File: config.mk
export PLATFORM = sky130hd
export DESIGN_NAME = dmem_arbiter
export DESIGN_NICKNAME = d
export VERILOG_FILES = /design/src/rtl/dmem_pkg.sv /design/src/rtl/dmem_rr_pick.sv /design/src/rtl/dmem_arbiter.sv
export SDC_FILE = /design/constraint.sdc
export NUM_CORES = 1
export LEC_CHECK = 0
export ABC_AREA = 1
export CAP_MARGIN = 20
export CELL_PAD_IN_SITES_DETAIL_PLACEMENT = 0
export CELL_PAD_IN_SITES_GLOBAL_PLACEMENT = 2
export CORE_MARGIN = 2
export CORE_UTILIZATION = 17
export DETAILED_ROUTE_END_ITERATION = 6
export PLACE_DENSITY = 0.86
export SYNTH_ARGS = -nofsm -noshare
export SYNTH_HDL_FRONTEND = slang
export SYNTH_SLANG_ARGS = --single-unit
File: constraint.sdc
create_clock -name clk -period 4.6 [get_ports clk]
set_input_delay 0.69 -clock clk [delete_from_list [all_inputs] [get_ports clk]]
set_output_delay 0.69 -clock clk [all_outputs]
set_load 0.01 [all_outputs]
File: src/rtl/dmem_pkg.sv
// dmem_pkg: shared definitions for the data-memory arbiter.
//   - FSM state codes (IDLE, OWN_M)
//   - port ids (PORT_C = core LSU, PORT_M = MAC engine)
//   - default memory depth and the request bundle struct
package dmem_pkg;

  localparam int DEPTH_DEF = 513;

  localparam logic [0:0] IDLE  = 1'b0;
  localparam logic [0:0] OWN_M = 1'b1;

  localparam logic PORT_C = 1'b0;
  localparam logic PORT_M = 1'b1;

  typedef struct packed {
    logic        req;
    logic        we;
    logic [31:0] addr;
    logic [31:0] wdata;
  } dmem_req_t;

  // Full 32-bit compare: the upper address bits only matter for this test.
  function automatic logic in_range(input logic [31:0] a, input int depth);
    return a < 32'(depth);
  endfunction

endpackage

File: src/rtl/dmem_rr_pick.sv
// dmem_rr_pick: combinational 2-way round-robin selector.
//   i_req     [1:0] request per port (index PORT_C / PORT_M)
//   i_last          port that received the most recent grant
//   i_force_c       C wins if requesting (burst budget exhausted)
//   i_force_m       M wins if requesting (M holds the lock)
//   o_gnt     [1:0] one-hot grant, zero when nothing requests
module dmem_rr_pick
  import dmem_pkg::*;
(
  input  logic [1:0] i_req,
  input  logic       i_last,
  input  logic       i_force_m,
  input  logic       i_force_c,
  output logic [1:0] o_gnt
);

  always_comb begin
    o_gnt = '0;
    if (i_force_c && i_req[PORT_C])      o_gnt[PORT_C] = 1'b1;
    else if (i_force_m && i_req[PORT_M]) o_gnt[PORT_M] = 1'b1;
    // Conflict: the port that did not win last time goes now.
    else if (&i_req)                     o_gnt[~i_last] = 1'b1;
    else                                 o_gnt = i_req;
  end

endmodule

File: src/rtl/dmem_arbiter.sv
// dmem_arbiter: shares a single-port data memory between the core LSU (C)
// and the MAC engine (M). One access per cycle, round-robin on conflict,
// M may lock the memory for bursts of at most MAX_BURST while C waits.
//   clk, rst                         clock, synchronous active-high reset
//   c_req/c_we/c_addr/c_wdata        core request
//   c_gnt, c_stall                   core grant / stall (combinational)
//   c_rvalid, c_rdata                core read return (registered, 1 cycle)
//   m_req/m_we/m_addr/m_wdata/m_lock MAC request and lock
//   m_gnt, m_rvalid, m_rdata         MAC grant / read return
//   mem_a, mem_wd, mem_we, mem_rd    data memory interface
//   err                              sticky out-of-range flag
module dmem_arbiter
  import dmem_pkg::*;
#(
  parameter int DEPTH     = DEPTH_DEF,
  parameter int MAX_BURST = 8,
  parameter int CNT_W     = 4
) (
  input  logic        clk,
  input  logic        rst,
  input  logic        c_req,
  input  logic        c_we,
  input  logic [31:0] c_addr,
  input  logic [31:0] c_wdata,
  output logic        c_gnt,
  output logic        c_rvalid,
  output logic [31:0] c_rdata,
  output logic        c_stall,
  input  logic        m_req,
  input  logic        m_we,
  input  logic [31:0] m_addr,
  input  logic [31:0] m_wdata,
  input  logic        m_lock,
  output logic        m_gnt,
  output logic        m_rvalid,
  output logic [31:0] m_rdata,
  output logic [31:0] mem_a,
  output logic [31:0] mem_wd,
  output logic        mem_we,
  input  logic [31:0] mem_rd,
  output logic        err
);

  logic [0:0]       r_state, w_state_nxt;
  logic             r_last;
  logic [CNT_W-1:0] r_burst, w_burst_nxt;
  logic             r_c_rvalid, r_m_rvalid, r_err;
  logic [31:0]      r_c_rdata, r_m_rdata;

  dmem_req_t   w_c, w_m, w_sel;
  logic [1:0]  w_req, w_gnt;
  logic        w_own, w_full, w_oor;
  logic [31:0] w_rd;

  assign w_c = '{req: c_req, we: c_we, addr: c_addr, wdata: c_wdata};
  assign w_m = '{req: m_req, we: m_we, addr: m_addr, wdata: m_wdata};

  // Masking requests during reset forces every grant and the memory drive low.
  assign w_req  = {m_req, c_req} & {2{~rst}};
  assign w_own  = (r_state == OWN_M);
  assign w_full = (r_burst == CNT_W'(MAX_BURST));

  // While owned and locked, M wins; once the burst budget is spent C wins.
  // Without the lock the picker falls back to round-robin, and since last
  // is M in OWN_M a waiting C gets the slot.
  dmem_rr_pick u_pick (
    .i_req    (w_req),
    .i_last   (r_last),
    .i_force_m(w_own & m_lock),
    .i_force_c(w_own & w_full),
    .o_gnt    (w_gnt)
  );

  assign c_gnt   = w_gnt[PORT_C];
  assign m_gnt   = w_gnt[PORT_M];
  assign c_stall = c_req & ~c_gnt;

  always_comb begin
    w_sel = '0;
    if (w_gnt[PORT_C])      w_sel = w_c;
    else if (w_gnt[PORT_M]) w_sel = w_m;
  end

  assign w_oor  = w_sel.req & ~in_range(w_sel.addr, DEPTH);
  assign mem_a  = w_sel.addr;
  assign mem_wd = w_sel.wdata;
  assign mem_we = w_sel.we & ~w_oor;
  assign w_rd   = w_oor ? '0 : mem_rd;

  always_comb begin
    w_state_nxt = r_state;
    w_burst_nxt = r_burst;
    if (r_state == IDLE) begin
      if (w_gnt[PORT_M] && m_lock) begin
        w_state_nxt = OWN_M;
        w_burst_nxt = CNT_W'(1);
      end
    end else if (w_gnt[PORT_M] && m_lock) begin
      // Only count cycles that actually keep C waiting.
      if (c_req) w_burst_nxt = r_burst + 1'b1;
    end else begin
      w_state_nxt = IDLE;
      w_burst_nxt = '0;
    end
  end

  always_ff @(posedge clk) begin
    if (rst) begin
      r_state    <= IDLE;
      r_last     <= PORT_M;
      r_burst    <= '0;
      r_c_rvalid <= 1'b0;
      r_m_rvalid <= 1'b0;
      r_c_rdata  <= '0;
      r_m_rdata  <= '0;
      r_err      <= 1'b0;
    end else begin
      r_state    <= w_state_nxt;
      r_burst    <= w_burst_nxt;
      r_c_rvalid <= w_gnt[PORT_C] & ~c_we;
      r_m_rvalid <= w_gnt[PORT_M] & ~m_we;
      if (w_gnt[PORT_C] && !c_we) r_c_rdata <= w_rd;
      if (w_gnt[PORT_M] && !m_we) r_m_rdata <= w_rd;
      if (|w_gnt) r_last <= w_gnt[PORT_M];
      if (w_oor)  r_err  <= 1'b1;
    end
  end

  assign c_rvalid = r_c_rvalid;
  assign c_rdata  = r_c_rdata;
  assign m_rvalid = r_m_rvalid;
  assign m_rdata  = r_m_rdata;
  assign err      = r_err;

endmodule

== Word level (Yosys, flattened, before mapping) ==
Index checks and enable logic that the tools add are counted.
Word-level totals
  register bits: 73
  input bits: 167
  output and inout port bits: 135
  word-level logic and storage cells: 56
Cells by class
  $add $sub $neg: 1
  order comparisons: 3
  equality and inequality tests: 2
  mux-type cells: 15
  bitwise gates (word level): 15
  reductions and logical operators: 12
Operators with widths (count)
  $mux W66: 2
  $lt A32 B10 Y1 const B: 1
  $mux W32: 1
  $mux W4: 4
  $and A1 B1 Y1: 7
  $not A1 Y1: 7
  $logic_and A1 B1 Y1: 6
  $mux W1: 6
  $add A4 B1 Y4 const B: 1
  $eq A4 B4 Y1 const B: 1
  $reduce_and A2 Y1: 2
  $ne A3 B3 Y1 const B: 1
  $and A2 B2 Y2: 1
  $logic_not A1 Y1: 2
  $lt A1 B2 Y1 const B: 1
  $mux W2: 1
  $reduce_bool A2 Y1: 1
  $reduce_or A2 Y1: 1
  $demux W1 S1: 1
  $ge A1 B1 Y1 const B: 1

== Longest topological paths before layout ==
Gate-level depths: netlist of run 1.
  depth after elaboration: 15
  mapped depth: 15

== Modules after synthesis ==
A second synthesis of run 1 with hierarchy kept.
Unflattened totals
  cells, all modules: 565
  area total of the unflattened synthesis: 3895.0 um2
By module, submodules not included
  dmem_arbiter: times used 1, cells each 554, area each 3851.2 um2, seq. area each 1461.4 um2
  dmem_rr_pick: times used 1, cells each 11, area each 43.8 um2, seq. area each 0.0 um2

== Worst setup path before layout of run 1 ==
No wires, ideal clock.
  path kind: input-to-output
  start: input port c_req
  end: output port mem_we
  data arrival time: 2083 ps
  required time: 3910 ps
  slack: 1827 ps
  stages on the path: 12
  path buffers: 2
  path through: inv_2 > nor2_4 > nand3b_4 > buf_6 > buf_6 > nand3_1 > nand2_1 > nor2_1 > nand2_1 > nor2_4 > nand3_1 > nor3_1
On the way
  word-level cells in the longest chain between the ends: 12
  elaborated cells on any way between the ends: 15
  classes of those cells: order compare: 1; mux: 7; bitwise: 5; reduce/logical: 2
Ends and longest elaborated chain
  from (decl): RTL line dmem_arbiter.sv:21  | input logic c_req,
  $and A2 B2 Y2 (*): RTL line dmem_arbiter.sv:59  | assign w_req = {m_req, c_req} & {2{~rst}};
  $reduce_and A2 Y1: RTL line dmem_rr_pick.sv:22  | else if (&i_req) o_gnt[~i_last] = 1'b1;
  $mux W2: RTL line dmem_rr_pick.sv:22
  $mux W1: RTL line dmem_rr_pick.sv:20  | else if (i_force_m && i_req[PORT_M]) o_gnt[PORT_M] = 1'b1;
  $mux W1: RTL line dmem_rr_pick.sv:19  | if (i_force_c && i_req[PORT_C]) o_gnt[PORT_C] = 1'b1;
  $mux W66: RTL line dmem_arbiter.sv:81  | else if (w_gnt[PORT_M]) w_sel = w_m;
  $mux W66 (*): RTL line dmem_arbiter.sv:80  | if (w_gnt[PORT_C]) w_sel = w_c;
  via mem_a[14]: RTL line dmem_arbiter.sv:37  | output logic [31:0] mem_a,
  $lt A32 B10 Y1 (*): RTL line dmem_pkg.sv:24  | return a < 32'(depth);
  $not A1 Y1 (*): RTL line dmem_arbiter.sv:84  | assign w_oor = w_sel.req & ~in_range(w_sel.addr, DEPTH);
  $and A1 B1 Y1 (*): RTL line dmem_arbiter.sv:84
  $not A1 Y1 (*): RTL line dmem_arbiter.sv:87  | assign mem_we = w_sel.we & ~w_oor;
  $and A1 B1 Y1 (*): RTL line dmem_arbiter.sv:87
  to (decl): RTL line dmem_arbiter.sv:39  | output logic mem_we,
The timed path passes the listed nets; every way through them passes the cells marked *.

== Final worst setup path of run 1 ==
  start: input port c_req
  end: output port mem_we
On the way
  word-level cells in the longest chain between the ends: 12
  elaborated cells on any way between the ends: 15
  classes of those cells: order compare: 1; mux: 7; bitwise: 5; reduce/logical: 2
Ends and longest elaborated chain (RTL line)
  $and A2 B2 Y2: dmem_arbiter.sv:59
  $reduce_and A2 Y1: dmem_rr_pick.sv:22
  $mux W2: dmem_rr_pick.sv:22
  $mux W1: dmem_rr_pick.sv:20
  $mux W1: dmem_rr_pick.sv:19
  $mux W66: dmem_arbiter.sv:81
  $mux W66 (*): dmem_arbiter.sv:80
  $lt A32 B10 Y1: dmem_pkg.sv:24
  $not A1 Y1: dmem_arbiter.sv:84
  $and A1 B1 Y1: dmem_arbiter.sv:84
  $not A1 Y1: dmem_arbiter.sv:87
  $and A1 B1 Y1 (*): dmem_arbiter.sv:87
Mark *: on every way between the ends. The rest lies on a longest branch, timed or not.

==> results of run 1 <==
cells in the final DEF (no fill, tap or decap), drive strengths merged:
cell type        n
clkdlybuf4s50  299
nand2          102
dfxtp           73
a21oi           68
o21ai           68
inv             64
nand3           54
a22o            32
nand4           32
nor2            22
buf             14
clkbuf          12
nor3             4
ha               2
nand3b           1
a211oi           1
a31oi            1
bufinv           1
clkinvlp         1
clkinv           1
final timing paths:
kind                                 start          end  slack (ns)  cells past startpoint
worst max-delay path                 c_req       mem_we        0.44                     14
worst min-delay path                   err          err        0.48                      2
worst max register to register  r_burst[0]  c_rdata[15]        1.82                     11
worst min register to register         err          err        0.48                      2
power by group through the flow:
| stage | clock network, W | logic [W] | registers, W |
|---|---|---|---|
| 2_1_floorplan | 0 | 0.000193 | 0.000700 |
| 3_3_place_gp | 0 | 0.000555 | 0.000688 |
| 3_5_place_dp | 0 | 0.000551 | 0.000688 |
| 4_1_cts | 0.000717 | 0.000555 | 0.000675 |
| 5_1_grt | 0.000741 | 0.000592 | 0.000679 |
| 6_report | 0.000693 | 0.000546 | 0.000675 |
Yosys cell counts, drive strengths merged, types with 2 or more instances:
cell / number / area [um^2]
a21oi: 68 / 340
a22o: 32 / 280
buf: 21 / 140
clkbuf: 28 / 105
dfxtp: 73 / 1460
ha: 2 / 25.0
inv: 64 / 240
nand2: 102 / 395
nand3: 54 / 270
nand4: 32 / 200
nor2: 22 / 103
nor3: 4 / 20.0
o21ai: 68 / 340
sequential cells by signal (all words and copies together) (netlist names):
name      cells
c_rdata      32
m_rvalid      1
c_rvalid      1
r_last        1
r_state       1
r_burst       4
err           1
m_rdata      32
final cells by class:
cell class | instances | share of cell area
Tap cell | 285 | 0.0478
Clock inverter | 3 | 0.00570
Timing Repair Buffer | 313 | 0.415
Multi-Input combinational cell | 387 | 0.271
Inverter | 64 | 0.0322
Clock buffer | 12 | 0.0317
Sequential cell | 73 | 0.196
metal layers:
layer  GRT usage  share of wire  vias to the layer above
met2       0.277           0.48                      213
met1       0.176           0.40                     2294
met3      0.0579           0.10                       18
met4      0.0476          0.017                        0
li1            -              -                     2501
met5           0              0                        -
critical path: cells and delay by family:
family	cells	cell delay, ns
buffers and inverters	3	1.22
and+or+nand+nor	11	1.51
stage by stage:
| step | power [W] | worst slack (ns) |
|---|---|---|
| 2_1_floorplan | 0.000893 | 1.83 |
| 3_3_place_gp | 0.00124 | 0.504 |
| 3_5_place_dp | 0.00124 | 0.422 |
| 4_1_cts | 0.00195 | 0.412 |
| 5_1_grt | 0.00201 | 0.226 |
| 6_report | 0.00191 | 0.444 |
cell families after synthesis:
family	after synthesis	share of synthesized area
AO/OA/AOI/OAI	170	0.246
adder cells (fa/ha/maj)	2	0.00633
buffers and inverters	113	0.123
flip-flops	73	0.370
AND/OR/NAND/NOR	215	0.255
==> flow_metrics.tcl, run 1 <==
set metrics [dict create \
    status "finished clean" \
    cts_buffers 9 \
    antenna_found_initial 0 \
    crit_top_cell "nand2_1" \
    slowest_delay_ns 0.60 \
    cts_resized 0 \
    area_growth_pct 88.6 \
    dp_hpwl_mm 14.7 \
    clockBufferDepth 2 \
    syn_nets 742 \
    p_leak_nw 3.09 \
    synth_seq_cells 73 \
    postCtsSetupBuffers 0 \
    seqPwrFrac 0.353 \
    grt_pass1_vias 5015 \
    pwr-share-comb 0.285 \
    multi_input_comb_area_um2 2020 \
    crit_type "in -> out" \
    wl_per_cell_um 17.6 \
    crit_arrival_ns 3.47 \
    swShare 0.280 \
    diodes 0 \
    skew_ns 0.00670 \
    instances_no_fill 1137 \
    final_max_slew_viol_count 0 \
    vias_per_cell 4.42 \
    grt_max_degree 68 \
    yosysWarningCount 0 \
    synth_area_um2 3960 \
    finalSetupViolCount 0 \
    grt_use_total 0.157 \
    nFillCells 2437 \
    holdCritPathClass "reg -> reg" \
    pwr-share-clk 0.362 \
    cts_tree "done" \
    synth_area_per_cell_um2 6.90 \
    fin_tns_setup_ns 0 \
    nets 1017 \
    clk_pin_slew_ns 0.06 \
    yosysSeqAreaShare 0.370 \
    syn-instance-count 573 \
    core_area_um2 22700 \
    die_y_um 157 \
    p_sw_w 0.000536 \
    drt_pass1_iterations 4 \
    start_util 0.174 \
    finalCritPeriodShare 0.904 \
    ys.flop_type "dfxtp_1" \
    final_hold_viol_count 0 \
    synth_cell_types 25 \
    clkSinkCount 73 \
    whs_ns 0.484 \
    post-route-min-period_ns 4.16 \
    cts_root_buffer "clkbuf_16" \
    die_w_um 157 \
    synthArstFlopShare 0 \
    drt-total-wl_mm 20.0 \
    io_pins 302 \
    synth-edff-count 0 \
    fin_area_um2 7460 \
    drv_cap 0 \
    timing.fmax_mhz 241 \
    clk_latency_ns 0.34 \
    worst_pin_slew_ns 0.652 \
    cp_cell_sequence "clkdlybuf4s50_1, inv_2, nor2_4, nand3b_4, nand2_4, nand2_1, nand2_1, nand2_1, nor2_1, nand2_1, nor2_2, nand3_1, nor3_1, clkdlybuf4s50_1" \
    vias 5026 \
    vdd_drop_max_v 0.000229 \
    crit_slowest_cell "clkdlybuf4s50_1" \
    port_buffers 301 \
    place_inst 1122 \
    regArea_um2 1460 \
    core.rowCount 55 \
    maxSlewHeadroom 0.565 \
    dieArea_um2 24500 \
    grt_overflow_total 0 \
    remaining_drc_errors 0 \
    start_kind "input port" \
    intPower_w 0.00138 \
    drive_gt1_frac 0.0458 \
    rsz0062_at_grt "false" \
    worstPathMaxFanout 48 \
    htree_levels 3 \
    gp_congestion 0.767 \
    drtIter0Drc 224 \
    ant_nets 0 \
    required_ns 3.91 \
    grt_first_pass_wirelength_mm 29.2 \
    final_util 0.328 \
    placedInstanceArea_um2 7180 \
    cp-end-kind "output pin" \
    hold_buffers 0 \
    p_per_area_nw_per_um2 257 \
]
Power figures use the tool's default switching activity.
==> run 2, diff against run 1 <==
--- a/config.mk
+++ b/config.mk
@@ -5,14 +5,13 @@
 export SDC_FILE = /design/constraint.sdc
 export NUM_CORES = 1
 export LEC_CHECK = 0
-export ABC_AREA = 1
 export CAP_MARGIN = 20
 export CELL_PAD_IN_SITES_DETAIL_PLACEMENT = 0
 export CELL_PAD_IN_SITES_GLOBAL_PLACEMENT = 2
 export CORE_MARGIN = 2
 export CORE_UTILIZATION = 17
 export DETAILED_ROUTE_END_ITERATION = 6
-export PLACE_DENSITY = 0.86
+export PLACE_DENSITY = 0.91
 export SYNTH_ARGS = -nofsm -noshare
 export SYNTH_HDL_FRONTEND = slang
 export SYNTH_SLANG_ARGS = --single-unit
==> flow_metrics.tcl, run 2 <==
set metrics [dict create \
    synth-edff-count 0 \
    antenna_found_initial 0 \
    seqPwrFrac 0.345 \
    crit_type "in -> out" \
    finalSetupViolCount 0 \
    r2r_end "c_rdata[31]" \
    cts_tree "done" \
    swShare 0.238 \
    min_from "c_rdata[0]" \
    p_sw_w 0.000445 \
    intPower_w 0.00143 \
    synth_area_um2 3760 \
    crit_arrival_ns 3.45 \
    clockBufferDepth 2 \
    gp_congestion 0.825 \
    instances_no_fill 1063 \
    crit_top_cell "clkdlybuf4s50_1" \
    ys.flop_type "dfxtp_1" \
    yosysWarningCount 0 \
    vdd_drop_max_v 0.000185 \
    start_util 0.173 \
    maxSlewHeadroom 0.561 \
    finalCritPeriodShare 0.900 \
    reg2reg_from "r_burst[0]" \
    cp_cell_sequence "clkdlybuf4s50_1, inv_1, nor2_1, nand2_2, inv_2, a32oi_1, a2111oi_0, clkdlybuf4s50_1" \
    holdPathEnd "c_rdata[0]" \
    final_hold_viol_count 0 \
    cp_top_family "buffers and inverters" \
    grt_max_degree 76 \
    crit_slowest_cell "clkdlybuf4s50_1" \
    required_ns 3.91 \
    post-route-min-period_ns 4.14 \
    syn_nets 666 \
    final_util 0.339 \
    p_per_area_nw_per_um2 254 \
    io_pins 302 \
    drv_cap 0 \
    grt_use_total 0.139 \
    drtIter0Drc 220 \
    nFillCells 2317 \
    multi_input_comb_area_um2 2080 \
    synth_area_per_cell_um2 7.56 \
    htree_levels 3 \
    dieArea_um2 23300 \
    p_leak_nw 2.59 \
    drt_pass1_iterations 4 \
    nets 948 \
    core.rowCount 54 \
    fin_tns_setup_ns 0 \
    wl_per_cell_um 15.8 \
    clkSinkCount 73 \
    diodes 0 \
    final_max_slew_viol_count 0 \
    core_area_um2 21800 \
    grt_pass1_vias 4655 \
    path_buf_inv 4 \
    synth.most_common_cell "nand2_1" \
    grt_first_pass_wirelength_mm 25.9 \
    worstPathMaxFanout 24 \
    final_cell_mix "clkdlybuf4s50_1, nand2_1, dfxtp_1" \
    rsz0062_at_grt "false" \
    drive_gt1_frac 0.0779 \
    synth_commonest_cells "nand2_1, dfxtp_1, o21ai_0" \
    rrSetupSlack_ns 1.58 \
    synth_top_area_frac 0.389 \
    synth_largest_area_cell "dfxtp_1" \
    remaining_drc_errors 0 \
    r2r_cells 11 \
    cts_buffers 9 \
    synth_seq_cells 73 \
    pwr-share-comb 0.228 \
    status "finished clean" \
    layout_commonest_cell "clkdlybuf4s50_1" \
    clk_pin_slew_ns 0.05 \
    drt-total-wl_mm 16.8 \
    synth_area_leaders "dfxtp_1, nand2_1, a32o_1, o21ai_0, o21ai_2" \
    holdCritPathClass "reg -> reg" \
    postCtsSetupBuffers 0 \
    clk_latency_ns 0.33 \
    hold_buffers 0 \
    vias_per_cell 4.39 \
    cp-end-kind "output pin" \
    skew_ns 0.00852 \
    pwr-share-clk 0.427 \
    yosysSeqAreaShare 0.389 \
    ant_nets 0 \
    die_w_um 153 \
    place_inst 1048 \
    worst_pin_slew_ns 0.659 \
    start_kind "input port" \
    area_growth_pct 96.4 \
    synth_cell_types 45 \
    vias 4666 \
    timing.fmax_mhz 242 \
    slowest_delay_ns 0.66 \
    cts_root_buffer "clkbuf_16" \
    grt_overflow_total 0 \
    worstHoldPathCells 2 \
    die_y_um 153 \
    synthArstFlopShare 0 \
    port_buffers 301 \
    dp_hpwl_mm 13.4 \
    syn-instance-count 497 \
    cts_resized 0 \
    regArea_um2 1460 \
]
## run 2: area by class of cell
cell class	instances	area share
flip-flops and latches	73	0.198
well taps	280	0.0475
clock inverters	5	0.0141
inverters	9	0.00458
repair buffers	313	0.422
clock buffers	10	0.0324
multi-input cells	373	0.282
## run 2: worst max path at each step
stage	from	end	slack, ns	cells past startpoint
after floorplan	c_req	mem_we	1.63	6
after global placement	c_addr[28]	mem_we	0.42	7
after detailed placement	c_req	mem_we	0.44	8
after CTS	c_req	mem_we	0.43	7
after global routing	c_req	mem_we	0.27	7
final	c_req	mem_we	0.46	8
## run 2: cell families after synthesis
family,Yosys count,share of synthesized area
compound gates,153,0.293
fa+ha+maj,2,0.00666
simple gates,218,0.251
buf+inv,51,0.0606
flops,73,0.389
## run 2: layer usage
layer	vias to the layer above	GRT usage	wire length, um
met5	-	0	0
met4	0	0.0340	214
met3	14	0.0520	1700
met2	221	0.248	8170
met1	2109	0.156	6760
li1	2322	-	-
## run 2: worst min-delay path: cells and delay by family (launching register included)
| kind | cells | cell delay, ns |
|---|---|---|
| AOI/OAI and AO/OA | 1 | 0.05 |
| DFF | 1 | 0.30 |
| and+or+nand+nor | 1 | 0.05 |
## run 2: metrics by stage
stage	power, W	instance area [um^2]	hold slack (ns)	setup WS, ns
final	0.00187	7380	0.448	0.460
after CTS	0.00190	7380	0.451	0.431
after detailed placement	0.00109	7040	0.442	0.440
after floorplan	0.000799	3760	0.426	1.63
after global placement	0.00109	7040	0.433	0.417
after global routing	0.00196	7380	0.473	0.266
## run 2: power by group through the flow
stage | sequential (W) | combinational (W) | clock (W)
2_1_floorplan | 0.000663 | 0.000136 | 0
3_3_place_gp | 0.000659 | 0.000433 | 0
3_5_place_dp | 0.000660 | 0.000432 | 0
4_1_cts | 0.000646 | 0.000434 | 0.000817
5_1_grt | 0.000647 | 0.000461 | 0.000849
6_report | 0.000646 | 0.000428 | 0.000799
==> run 3, diff against run 2 <==
--- a/config.mk
+++ b/config.mk
@@ -8,8 +8,10 @@
 export CAP_MARGIN = 20
 export CELL_PAD_IN_SITES_DETAIL_PLACEMENT = 0
 export CELL_PAD_IN_SITES_GLOBAL_PLACEMENT = 2
+export CORE_ASPECT_RATIO = 0.7
 export CORE_MARGIN = 2
 export CORE_UTILIZATION = 17
+export CTS_CLUSTER_SIZE = 30
 export DETAILED_ROUTE_END_ITERATION = 6
 export PLACE_DENSITY = 0.91
 export SYNTH_ARGS = -nofsm -noshare
==> flow_metrics.tcl, run 3 (synthesis gave the netlist of run 2 again) <==
set metrics [dict create \
    regArea_um2 1460 \
    post-route-min-period_ns 4.27 \
    diodes 0 \
    start_kind "input port" \
    final_cell_mix "clkdlybuf4s50_1, nand2_1, dfxtp_1" \
    maxSlewHeadroom 0.312 \
    port_buffers 301 \
    dp_hpwl_mm 13.8 \
    clockBufferDepth 2 \
    p_per_area_nw_per_um2 257 \
    clkSinkCount 73 \
    drt_pass1_iterations 5 \
    finalCritPeriodShare 0.928 \
    drive_gt1_frac 0.0791 \
    dieArea_um2 23300 \
    status "finished clean" \
    drv_cap 0 \
    nFillCells 2266 \
    crit_arrival_ns 3.58 \
    die_w_um 182 \
    required_ns 3.91 \
    remaining_drc_errors 0 \
    finalPower_w 0.00190 \
    core.rowCount 45 \
    grt_max_degree 69 \
    worst_pin_slew_ns 1.03 \
    rsz0062_at_grt "false" \
    pwr-share-comb 0.225 \
    start_util 0.173 \
    area_growth_pct 96.6 \
    grt_overflow_total 0 \
    vias_per_cell 4.27 \
    die_y_um 128 \
    vdd_drop_max_v 0.000139 \
    p_sw_w 0.000470 \
    worstPathMaxFanout 4 \
    finalSetupViolCount 0 \
    timing.fmax_mhz 234 \
    p_leak_nw 2.59 \
    swShare 0.247 \
    cts_resized 0 \
    grt_first_pass_wirelength_mm 26.8 \
    drt-total-wl_mm 17.6 \
    pwr-share-clk 0.435 \
    skew_ns 0.00658 \
    hold_buffers 0 \
    postCtsSetupBuffers 0 \
    fin_area_um2 7390 \
    htree_levels 3 \
    cts_root_buffer "clkbuf_16" \
    crit_type "in -> out" \
    final_max_slew_viol_count 0 \
    vias 4557 \
    layout_commonest_cell "clkdlybuf4s50_1" \
    wl_per_cell_um 16.5 \
    placedInstanceArea_um2 7040 \
    gp_congestion 0.780 \
    cts_tree "done" \
    io_pins 302 \
    ant_nets 0 \
    nets 948 \
    grt_pass1_vias 4395 \
    grt_use_total 0.148 \
    fin_tns_setup_ns 0 \
    holdCritPathClass "reg -> reg" \
    cts_buffers 9 \
    clk_pin_slew_ns 0.06 \
    core_area_um2 21700 \
    clk_latency_ns 0.33 \
    cp-end-kind "output pin" \
    seqPwrFrac 0.340 \
    multi_input_comb_area_um2 2090 \
    drtIter0Drc 263 \
    antenna_found_initial 0 \
    intPower_w 0.00143 \
    final_hold_viol_count 0 \
]
[run 3: cell count changes in the layout (fill, tap and decap cells not counted)]
| cell | change |
|---|---|
| inv_6 | +2 |
| buf_12 | -1 |
| a31oi_4 | +1 |
| clkinv_4 | -1 |
| buf_4 | +1 |
| a31oi_2 | -1 |
| a2111oi_0 | -1 |
| a2111oi_1 | +1 |
[run 3: path summary, 6_finish.rpt]
kind,start,endpoint,slack [ns],depth (start not counted)
setup / recovery,c_addr[1],mem_we,0.33,8
hold / removal,c_rdata[27],c_rdata[27],0.45,2
setup reg to reg,r_burst[0],m_rdata[7],1.56,9
hold reg to reg,c_rdata[27],c_rdata[27],0.45,2
[run 3: metal layers]
layer  vias to the layer above  GRT usage  part of all wire
met5                         -          0                 0
met4                         0     0.0268             0.010
met3                        15     0.0371             0.057
met2                       118      0.229              0.44
met1                      2101      0.212              0.49
li1                       2323          -                 -
[run 3: cell type report]
cell class / count / area share
Tap cell: 282 / 0.0477
Inverter: 9 / 0.00457
Multi-Input combinational cell: 373 / 0.283
Sequential cell: 73 / 0.198
Clock buffer: 10 / 0.0323
Timing Repair Buffer: 313 / 0.420
Clock inverter: 6 / 0.0152
[run 3: power by group through the flow]
| stage | sequential, W | combinational [W] | clock (W) |
|---|---|---|---|
| 2_1_floorplan | 0.000663 | 0.000136 | 0 |
| 3_5_place_dp | 0.000660 | 0.000429 | 0 |
| 5_1_grt | 0.000646 | 0.000462 | 0.000883 |
| 3_3_place_gp | 0.000660 | 0.000431 | 0 |
| 6_report | 0.000646 | 0.000428 | 0.000828 |
| 4_1_cts | 0.000646 | 0.000431 | 0.000860 |
[run 3: critical path, cell delays in order]
cell,delay (ns)
clkdlybuf4s50_1,0.43
nor4_1,0.44
nand2_1,0.11
o41ai_1,0.42
o22ai_1,0.30
a2111oi_1,0.42
buf_4,0.20
clkdlybuf4s50_1,0.57
[run 3: per-stage QoR]
step           std cells  hold slack (ns)  setup slack, ns   util
6_report            1066            0.446            0.330  0.341
5_1_grt             1066            0.469           0.0507  0.341
4_1_cts             1066            0.448            0.256  0.341
3_5_place_dp        1050            0.439            0.286  0.325
3_3_place_gp        1050            0.435            0.404  0.325
2_1_floorplan        497            0.426             1.63      -
